<file path="src/rtl/fifo_write_arbiter_if.sv">
// Bundle of producer handshake, FIFO write-port and status signals for
// fifo_write_arbiter. The arbiter uses the slave view; the environment that
// drives the producers and observes the FIFO uses the master view.
interface fifo_write_arbiter_if #(
  parameter int N     = 4,
  parameter int DEPTH = 8
);
  localparam int LW = $clog2(DEPTH) + 1;

  logic [N-1:0]   req;
  logic [8*N-1:0] req_data;
  logic [N-1:0]   ack;
  logic           fifo_yazma_cs;
  logic [7:0]     fifo_data;
  logic           fifo_okuma_cs;
  logic           fifo_ready;
  logic           fifo_overflow;
  logic [LW-1:0]  level;
  logic           full;
  logic           err;

  modport master (
    output req, req_data, fifo_okuma_cs, fifo_ready, fifo_overflow,
    input  ack, fifo_yazma_cs, fifo_data, level, full, err
  );

  modport slave (
    input  req, req_data, fifo_okuma_cs, fifo_ready, fifo_overflow,
    output ack, fifo_yazma_cs, fifo_data, level, full, err
  );
endinterface

</file>
<file path="src/rtl/fifo_write_arbiter.sv">
// Round-robin write-port arbiter for a shared 8-bit FIFO. Grants one producer
// per cycle, lets an owner keep the port for up to BURST consecutive beats,
// and keeps its own occupancy count so the FIFO is never written when full.
module fifo_write_arbiter #(
  parameter int N     = 4,
  parameter int DEPTH = 8,
  parameter int BURST = 4
) (
  input logic                 clk,
  input logic                 rst,
  fifo_write_arbiter_if.slave bus
);
  localparam int LW = $clog2(DEPTH) + 1;
  localparam int PW = (N > 1) ? $clog2(N) : 1;

  typedef enum logic {
    ST_IDLE  = 1'b0,
    ST_BURST = 1'b1
  } state_t;

  state_t         state_q;
  logic [PW-1:0]  owner_q;
  logic [PW-1:0]  rr_q;
  logic [3:0]     beat_q;
  logic [LW-1:0]  level_q;
  logic [LW-1:0]  level_d;
  logic           full_q;
  logic           err_q;
  logic           wr_q;
  logic [7:0]     data_q;

  logic           rd_obs_s;
  logic           space_s;
  logic           hold_s;
  logic           grant_s;
  logic [PW-1:0]  win_s;
  logic [PW-1:0]  base_s;
  logic [N-1:0]   ack_s;

  // Successor of a producer index, wrapping at N.
  function automatic logic [PW-1:0] next_idx(input logic [PW-1:0] i);
    logic [PW-1:0] r;
    if (i == PW'(N - 1)) begin
      r = {PW{1'b0}};
    end else begin
      r = i + PW'(1);
    end
    return r;
  endfunction

  // Producer index k positions above base, modulo N.
  function automatic logic [PW-1:0] rot_idx(input logic [PW-1:0] base, input int k);
    int s;
    s = int'(base) + k;
    if (s >= N) begin
      s = s - N;
    end else begin
      s = s;
    end
    return PW'(s);
  endfunction

  // Winner selection: the burst owner keeps the port while it requests and has
  // beats left; otherwise scan upward from the pointer. Reset gates every grant.
  always_comb begin
    rd_obs_s = bus.fifo_okuma_cs & bus.fifo_ready;
    // A read in this cycle is deliberately not counted as new space.
    space_s  = (level_q < LW'(DEPTH - 1));
    hold_s   = (state_q == ST_BURST) && bus.req[owner_q] &&
               (beat_q < 4'(BURST)) && space_s;
    // When a burst is interrupted the scan already starts past the old owner.
    base_s   = (state_q == ST_BURST) ? next_idx(owner_q) : rr_q;
    grant_s  = 1'b0;
    win_s    = {PW{1'b0}};
    if (!rst) begin
      grant_s = 1'b0;
    end else if (!space_s) begin
      grant_s = 1'b0;
    end else if (hold_s) begin
      grant_s = 1'b1;
      win_s   = owner_q;
    end else begin
      // Scan downward so the requester closest to base is assigned last.
      for (int k = N - 1; k >= 0; k--) begin
        if (bus.req[rot_idx(base_s, k)]) begin
          grant_s = 1'b1;
          win_s   = rot_idx(base_s, k);
        end else begin
          grant_s = grant_s;
        end
      end
    end
  end

  // One-hot acknowledge for the selected producer.
  always_comb begin
    if (grant_s) begin
      ack_s = N'(1) << win_s;
    end else begin
      ack_s = {N{1'b0}};
    end
  end

  // Occupancy update: issued write adds one, an observed read removes one,
  // never dropping below zero.
  always_comb begin
    level_d = level_q;
    if (grant_s && !(rd_obs_s && (level_q != LW'(0)))) begin
      level_d = level_q + LW'(1);
    end else if (!grant_s && rd_obs_s && (level_q != LW'(0))) begin
      level_d = level_q - LW'(1);
    end else begin
      level_d = level_q;
    end
  end

  // Occupancy, full flag and sticky overflow error.
  always_ff @(posedge clk or negedge rst) begin
    if (!rst) begin
      level_q <= {LW{1'b0}};
      full_q  <= 1'b0;
      err_q   <= 1'b0;
    end else begin
      level_q <= level_d;
      full_q  <= (level_d == LW'(DEPTH - 1));
      err_q   <= err_q | bus.fifo_overflow;
    end
  end

  // Arbitration state machine with registered FIFO write strobe and data.
  always_ff @(posedge clk or negedge rst) begin
    if (!rst) begin
      state_q <= ST_IDLE;
      owner_q <= {PW{1'b0}};
      rr_q    <= {PW{1'b0}};
      beat_q  <= 4'd0;
      wr_q    <= 1'b0;
      data_q  <= 8'h00;
    end else begin
      wr_q <= grant_s;
      if (grant_s) begin
        data_q <= bus.req_data[{win_s, 3'b000} +: 8];
      end else begin
        data_q <= data_q;
      end
      case (state_q)
        ST_IDLE: begin
          if (grant_s) begin
            state_q <= ST_BURST;
            owner_q <= win_s;
            beat_q  <= 4'd1;
          end else begin
            state_q <= ST_IDLE;
          end
        end
        ST_BURST: begin
          if (hold_s) begin
            beat_q <= beat_q + 4'd1;
            if ((beat_q + 4'd1) == 4'(BURST)) begin
              rr_q    <= next_idx(owner_q);
              state_q <= ST_IDLE;
            end else begin
              state_q <= ST_BURST;
            end
          end else begin
            rr_q <= next_idx(owner_q);
            if (grant_s) begin
              owner_q <= win_s;
              beat_q  <= 4'd1;
              state_q <= ST_BURST;
            end else begin
              beat_q  <= 4'd0;
              state_q <= ST_IDLE;
            end
          end
        end
        default: begin
          state_q <= ST_IDLE;
          beat_q  <= 4'd0;
        end
      endcase
    end
  end

  assign bus.ack           = ack_s;
  assign bus.fifo_yazma_cs = wr_q;
  assign bus.fifo_data     = data_q;
  assign bus.level         = level_q;
  assign bus.full          = full_q;
  assign bus.err           = err_q;
endmodule

</file>
<file path="src/flat_wrapper.sv">
// flat-port wrapper written by rule: the top's interface ports become plain ports
module fifo_write_arbiter_flat 
#(
  parameter int N     = 4,
  parameter int DEPTH = 8,
  parameter int BURST = 4
)
  (clk, rst, bus_req, bus_req_data, bus_fifo_okuma_cs, bus_fifo_ready, bus_fifo_overflow, bus_ack, bus_fifo_yazma_cs, bus_fifo_data, bus_level, bus_full, bus_err);
  fifo_write_arbiter_if #(.N(N), .DEPTH(DEPTH)) bus_i ();
  input logic clk;
  input logic rst;
  input wire logic [$bits(bus_i.req)-1:0] bus_req;
  input wire logic [$bits(bus_i.req_data)-1:0] bus_req_data;
  input wire logic [$bits(bus_i.fifo_okuma_cs)-1:0] bus_fifo_okuma_cs;
  input wire logic [$bits(bus_i.fifo_ready)-1:0] bus_fifo_ready;
  input wire logic [$bits(bus_i.fifo_overflow)-1:0] bus_fifo_overflow;
  output wire logic [$bits(bus_i.ack)-1:0] bus_ack;
  output wire logic [$bits(bus_i.fifo_yazma_cs)-1:0] bus_fifo_yazma_cs;
  output wire logic [$bits(bus_i.fifo_data)-1:0] bus_fifo_data;
  output wire logic [$bits(bus_i.level)-1:0] bus_level;
  output wire logic [$bits(bus_i.full)-1:0] bus_full;
  output wire logic [$bits(bus_i.err)-1:0] bus_err;
  assign bus_i.req = bus_req;
  assign bus_i.req_data = bus_req_data;
  assign bus_i.fifo_okuma_cs = bus_fifo_okuma_cs;
  assign bus_i.fifo_ready = bus_fifo_ready;
  assign bus_i.fifo_overflow = bus_fifo_overflow;
  assign bus_ack = bus_i.ack;
  assign bus_fifo_yazma_cs = bus_i.fifo_yazma_cs;
  assign bus_fifo_data = bus_i.fifo_data;
  assign bus_level = bus_i.level;
  assign bus_full = bus_i.full;
  assign bus_err = bus_i.err;
  fifo_write_arbiter #(.N(N), .DEPTH(DEPTH), .BURST(BURST)) u_core (.clk(clk), .rst(rst), .bus(bus_i));
endmodule
</file>
<file path="config.mk">
export PLATFORM = sky130hd
export DESIGN_NAME = fifo_write_arbiter_flat
export DESIGN_NICKNAME = d
export VERILOG_FILES = /design/src/rtl/fifo_write_arbiter_if.sv /design/src/rtl/fifo_write_arbiter.sv /design/src/flat_wrapper.sv
export SDC_FILE = /design/constraint.sdc
export NUM_CORES = 1
export LEC_CHECK = 0
export ABC_AREA = 1
export BUFFER_PORTS_ARGS = -buffer_cell sky130_fd_sc_hd__buf_2
export CAP_MARGIN = 20
export CELL_PAD_IN_SITES_DETAIL_PLACEMENT = 0
export CELL_PAD_IN_SITES_GLOBAL_PLACEMENT = 1
export CORE_MARGIN = 1.5
export CORE_UTILIZATION = 35
export DETAILED_ROUTE_END_ITERATION = 8
export GPL_TIMING_DRIVEN = 0
export HOLD_SLACK_MARGIN = 0.05
export PLACE_DENSITY = 0.77
export SYNTH_ARGS = -nofsm -noshare
export SYNTH_HDL_FRONTEND = slang
export SYNTH_SLANG_ARGS = --single-unit
</file>
<file path="constraint.sdc">
create_clock -name clk -period 3.25 [get_ports clk]
set_input_delay 0.65 -clock clk [delete_from_list [all_inputs] [get_ports clk]]
set_output_delay 0.65 -clock clk [all_outputs]
set_load 0.005 [all_outputs]
</file>
==> metrics.md <==
| Metric | Value |
|---|---|
| Clock buffer depth | `2` |
| Initial DRT Pass Iterations | `4` |
| Hold WC Path Type | `in2async` |
| Clock transition at path regs | `about 80 ps` |
| Post-DP HPWL | `~3700 microns` |
| Post-synth cell types | `35` |
| Worst reg2reg endpoint | `u_core.bus.fifo_data[1]` |
| Crit-path cells | `ha_1, inv_1, nand2_1, nand2_2, nand2_1, nand2_1, nand3_1, nand2_1, nand2_1, nand3_1, nand3_1, nand3_1, buf_4, nand2_1, nor2_1, buf_2` |
| CP Launch Type | `register` |
| Max Slew Vio Count | `0` |
| Routability cong. | `0.7499` |
| Crit path max fanout | `10` |
| Critical Setup Path Class | `reg2out` |
| Core box area | `5107 sq um` |
| Flops & latches, synth | `24` |
| Synth-to-layout area growth | `26.08%` |
| Die ar. | `between 5000 and 6000 sq um` |
| P per Cell Area | `~850 nW/um^2` |
| # rows | `26` |
| Mapped Area | `1847 sq um` |
| Final Setup Violations | `0` |
| Final nets | `393` |
| Crit path to | `bus_ack[0]` |
| Unrepaired setup endpoints after global routing | `false` |
| CP max stage cell | `dfrtp_2` |
| Stages on worst setup path | `16` |
| Worst path max stage delay | `450 ps` |
| Via density | `4.726` |
| Worst R2R Start | `u_core.owner_q[0]` |
| Drt initial violations | `53` |
| Top_reg_cell synth | `dfrtp_1` |
| Routed vias | `approximately 2000` |
| Least-Margin Pin Slew | `534.4 ps` |
| H-tree Lvls | `1` |
| Antenna Cells | `0` |
| Routed WL per cell | `11.20 microns` |
| Async set-or-reset flop fraction in the synthesized netlist | `1.000` |
| Fill cells | `550` |
| Register share of total power | `0.253` |
| I/O pins | `60` |
| Routed wire length | `around 4700 microns` |
| Max IR drop VDD | `around 460 uV` |
| YS warnings | `0` |
| Synthesized Nets | `324` |
| Status | `finished clean` |
| Number of global-route vias before repair | `1702` |
| Setup crit start | `u_core.owner_q[0]` |
| Worst Skew | `4.434 ps` |
| Core Util, Final | `0.4559` |
| Die span in x | `75.64 microns` |
| Crit. End Element | `output port` |
| Total global-route track usage | `0.1659` |
| Hold-fix buffers, CTS | `0` |
| Most frequent CP cell | `nand2_1` |
| First-pass GRT wire length | `about 7400 microns` |
| Dominant cell type by area after synthesis | `dfrtp_1` |
| Die Span Y | `75.64 microns` |
| R2R cell count | `19` |
| Pint | `between 1 and 1.5 mW` |
| Worst Path Buf+Inv | `3` |
| Switching Power | `0.9595 mW` |
| Slack of the critical path | `271.6 ps` |
| Largest cells by area after synthesis | `dfrtp_1 33%, nand2_1 27%, nand4_1 5.8%` |
| R2r setup slk | `between 800 and 900 ps` |
| Port Buffers | `59` |
| Total negative slack | `0 ps` |
| Pre-CTS WS | `roughly 360 ps` |
| Period Utilization, post-route | `0.9164` |
| Critical Path RT | `~2600 ps` |
| CTS root buf | `clkbuf_8` |
| Clock network power share | `0.099` |
| Worst EP arrival | `2330 ps` |
| Switch share | `0.4837` |
| Combinational Power Share | `0.648` |
| Initial Utilization | `0.3616` |
| Lkg Pwr | `1.343 nW` |
| Grt ovf | `0` |
| Sink Count | `24` |
| Syn Inst Count | `278` |
| Fmax | `~340 MHz` |
| Drc violations | `0` |
| Initial antenna violation count | `0` |
| Largest net degree at the start of global routing | `26` |
| Tmin final | `2978 ps` |
| Fraction of layout cells with a size suffix above 1 | `0.2832` |
| Final Hold Vio Count | `0` |
| Antenna viol nets, final | `0` |
| Relative slew slack | `0.6437` |
| Post-synth EDFFs | `0` |
| Clk Latency, worst-skew pair | `260 ps` |
| CP top delay family | `simple AND/OR/NAND/NOR gates` |
| Sequential cell area fraction in the yosys report | `0.3252` |
| Max cap viols | `0` |
| Num CTS Buffers | `3` |
| CTS tree | `yes` |
| Mean post-synth cell area | `6.643 sq um` |
| Post-synth top area share | `0.3252` |
power by group through the flow:
stage	Clock (mW)	Sequential [mW]	Combinational, mW
2_1_floorplan	0	0.504	0.897
3_3_place_gp	0	0.508	1.21
3_5_place_dp	0	0.506	1.22
4_1_cts	0.205	0.503	1.22
5_1_grt	0.215	0.521	1.47
6_report	0.197	0.502	1.28
per-stage QoR:
| step | cell area (sq um) | hold WS [ps] | std cells | power, mW |
|---|---|---|---|---|
| 5_1_grt | 2328 | 417.5 | 416 | 2.208 |
| 3_5_place_dp | 2230 | 455.8 | 407 | 1.729 |
| 4_1_cts | 2285 | 382.0 | 411 | 1.933 |
| 6_report | 2328 | 362.0 | 416 | 1.984 |
| 3_3_place_gp | 2230 | 445.5 | 407 | 1.714 |
| 2_1_floorplan | 1847 | 354.4 | 278 | 1.401 |
synthesized netlist by cell type (3+ instances only):
cell / number
ha_1: 5
nand4_1: 17
o21ai_1: 5
nand3_1: 16
inv_2: 5
o21ai_0: 5
dfrtp_1: 24
inv_1: 18
nor2_1: 8
buf_2: 3
nand2_1: 131
nand2_2: 6
worst min-delay path by stage:
stage	start	endpoint	slack, ps	depth (start not counted)
2_1_floorplan	rst	u_core.beat_q[0]	350	0
3_3_place_gp	u_core.bus.err	u_core.bus.err	450	1
3_5_place_dp	u_core.bus.err	u_core.bus.err	460	1
4_1_cts	rst	u_core.beat_q[3]	380	1
5_1_grt	rst	u_core.bus.fifo_data[3]	420	1
6_report	rst	u_core.bus.level[0]	360	1
cells by family (layout without fill, tap and decap cells):
family | after synthesis | in the layout | share of synthesized area
buf+inv | 35 | 103 | 0.08672
compound gates | 20 | 20 | 0.06437
simple gates | 191 | 191 | 0.4756
xor+xnor | 3 | 3 | 0.01423
fa+ha+maj | 5 | 5 | 0.03388
flops | 24 | 24 | 0.3252
layout by cell type (no fill, tap or decap), drive strengths merged, types with 2 or more instances in the layout:
cell type / instances
a21oi: 2
o21ai: 11
o22ai: 2
ha: 5
dfrtp: 24
nand4: 17
xor2: 2
clkbuf: 6
nand2: 139
nand3: 20
buf: 71
nor2: 9
nor3: 2
or2: 3
inv: 24
clkinv: 2
what timing repair did:
item,4_1_cts,5_1_grt
endpoints found under the setup margin,0,4
resized for setup,0,4
buffers inserted,0,5
sequential cells by signal, summed over array words and instances (netlist names):
register / flops
u_core.beat_q: 4
u_core.bus.err: 1
u_core.bus.fifo_data: 8
u_core.bus.fifo_yazma_cs: 1
u_core.bus.full: 1
u_core.bus.level: 4
u_core.owner_q: 2
u_core.rr_q: 2
u_core.state_q: 1
layout make-up:
class | instances | area [sq um] | area share
flip-flops and latches | 24 | 601.8 | 0.2585
well taps | 70 | 87.58 | 0.03761
clock buffers | 4 | 55.05 | 0.02364
plain buffers | 9 | 62.56 | 0.02687
inverters | 26 | 100.1 | 0.04299
repair buffers | 64 | 332.8 | 0.1429
multi-input cells | 219 | 1089 | 0.4675
layer usage:
metal  up-vias  wire length (microns)  global-route usage
li1       1034                      -                   -
met1       895                   2143              0.2227
met2        37                   2328              0.2895
met3         0                    186             0.03836
met4         0                      0            0.003968
met5         -                      0                   0
worst register-to-register path, delay by kind of cell, from the launching register on:
kind	cells	cell delay (ps)
adder cells (fa/ha/maj)	1	320
buffers and inverters	3	410
flip-flops	1	450
AND/OR/NAND/NOR	15	1100
No activity file was read; power rests on OpenSTA's default activity.
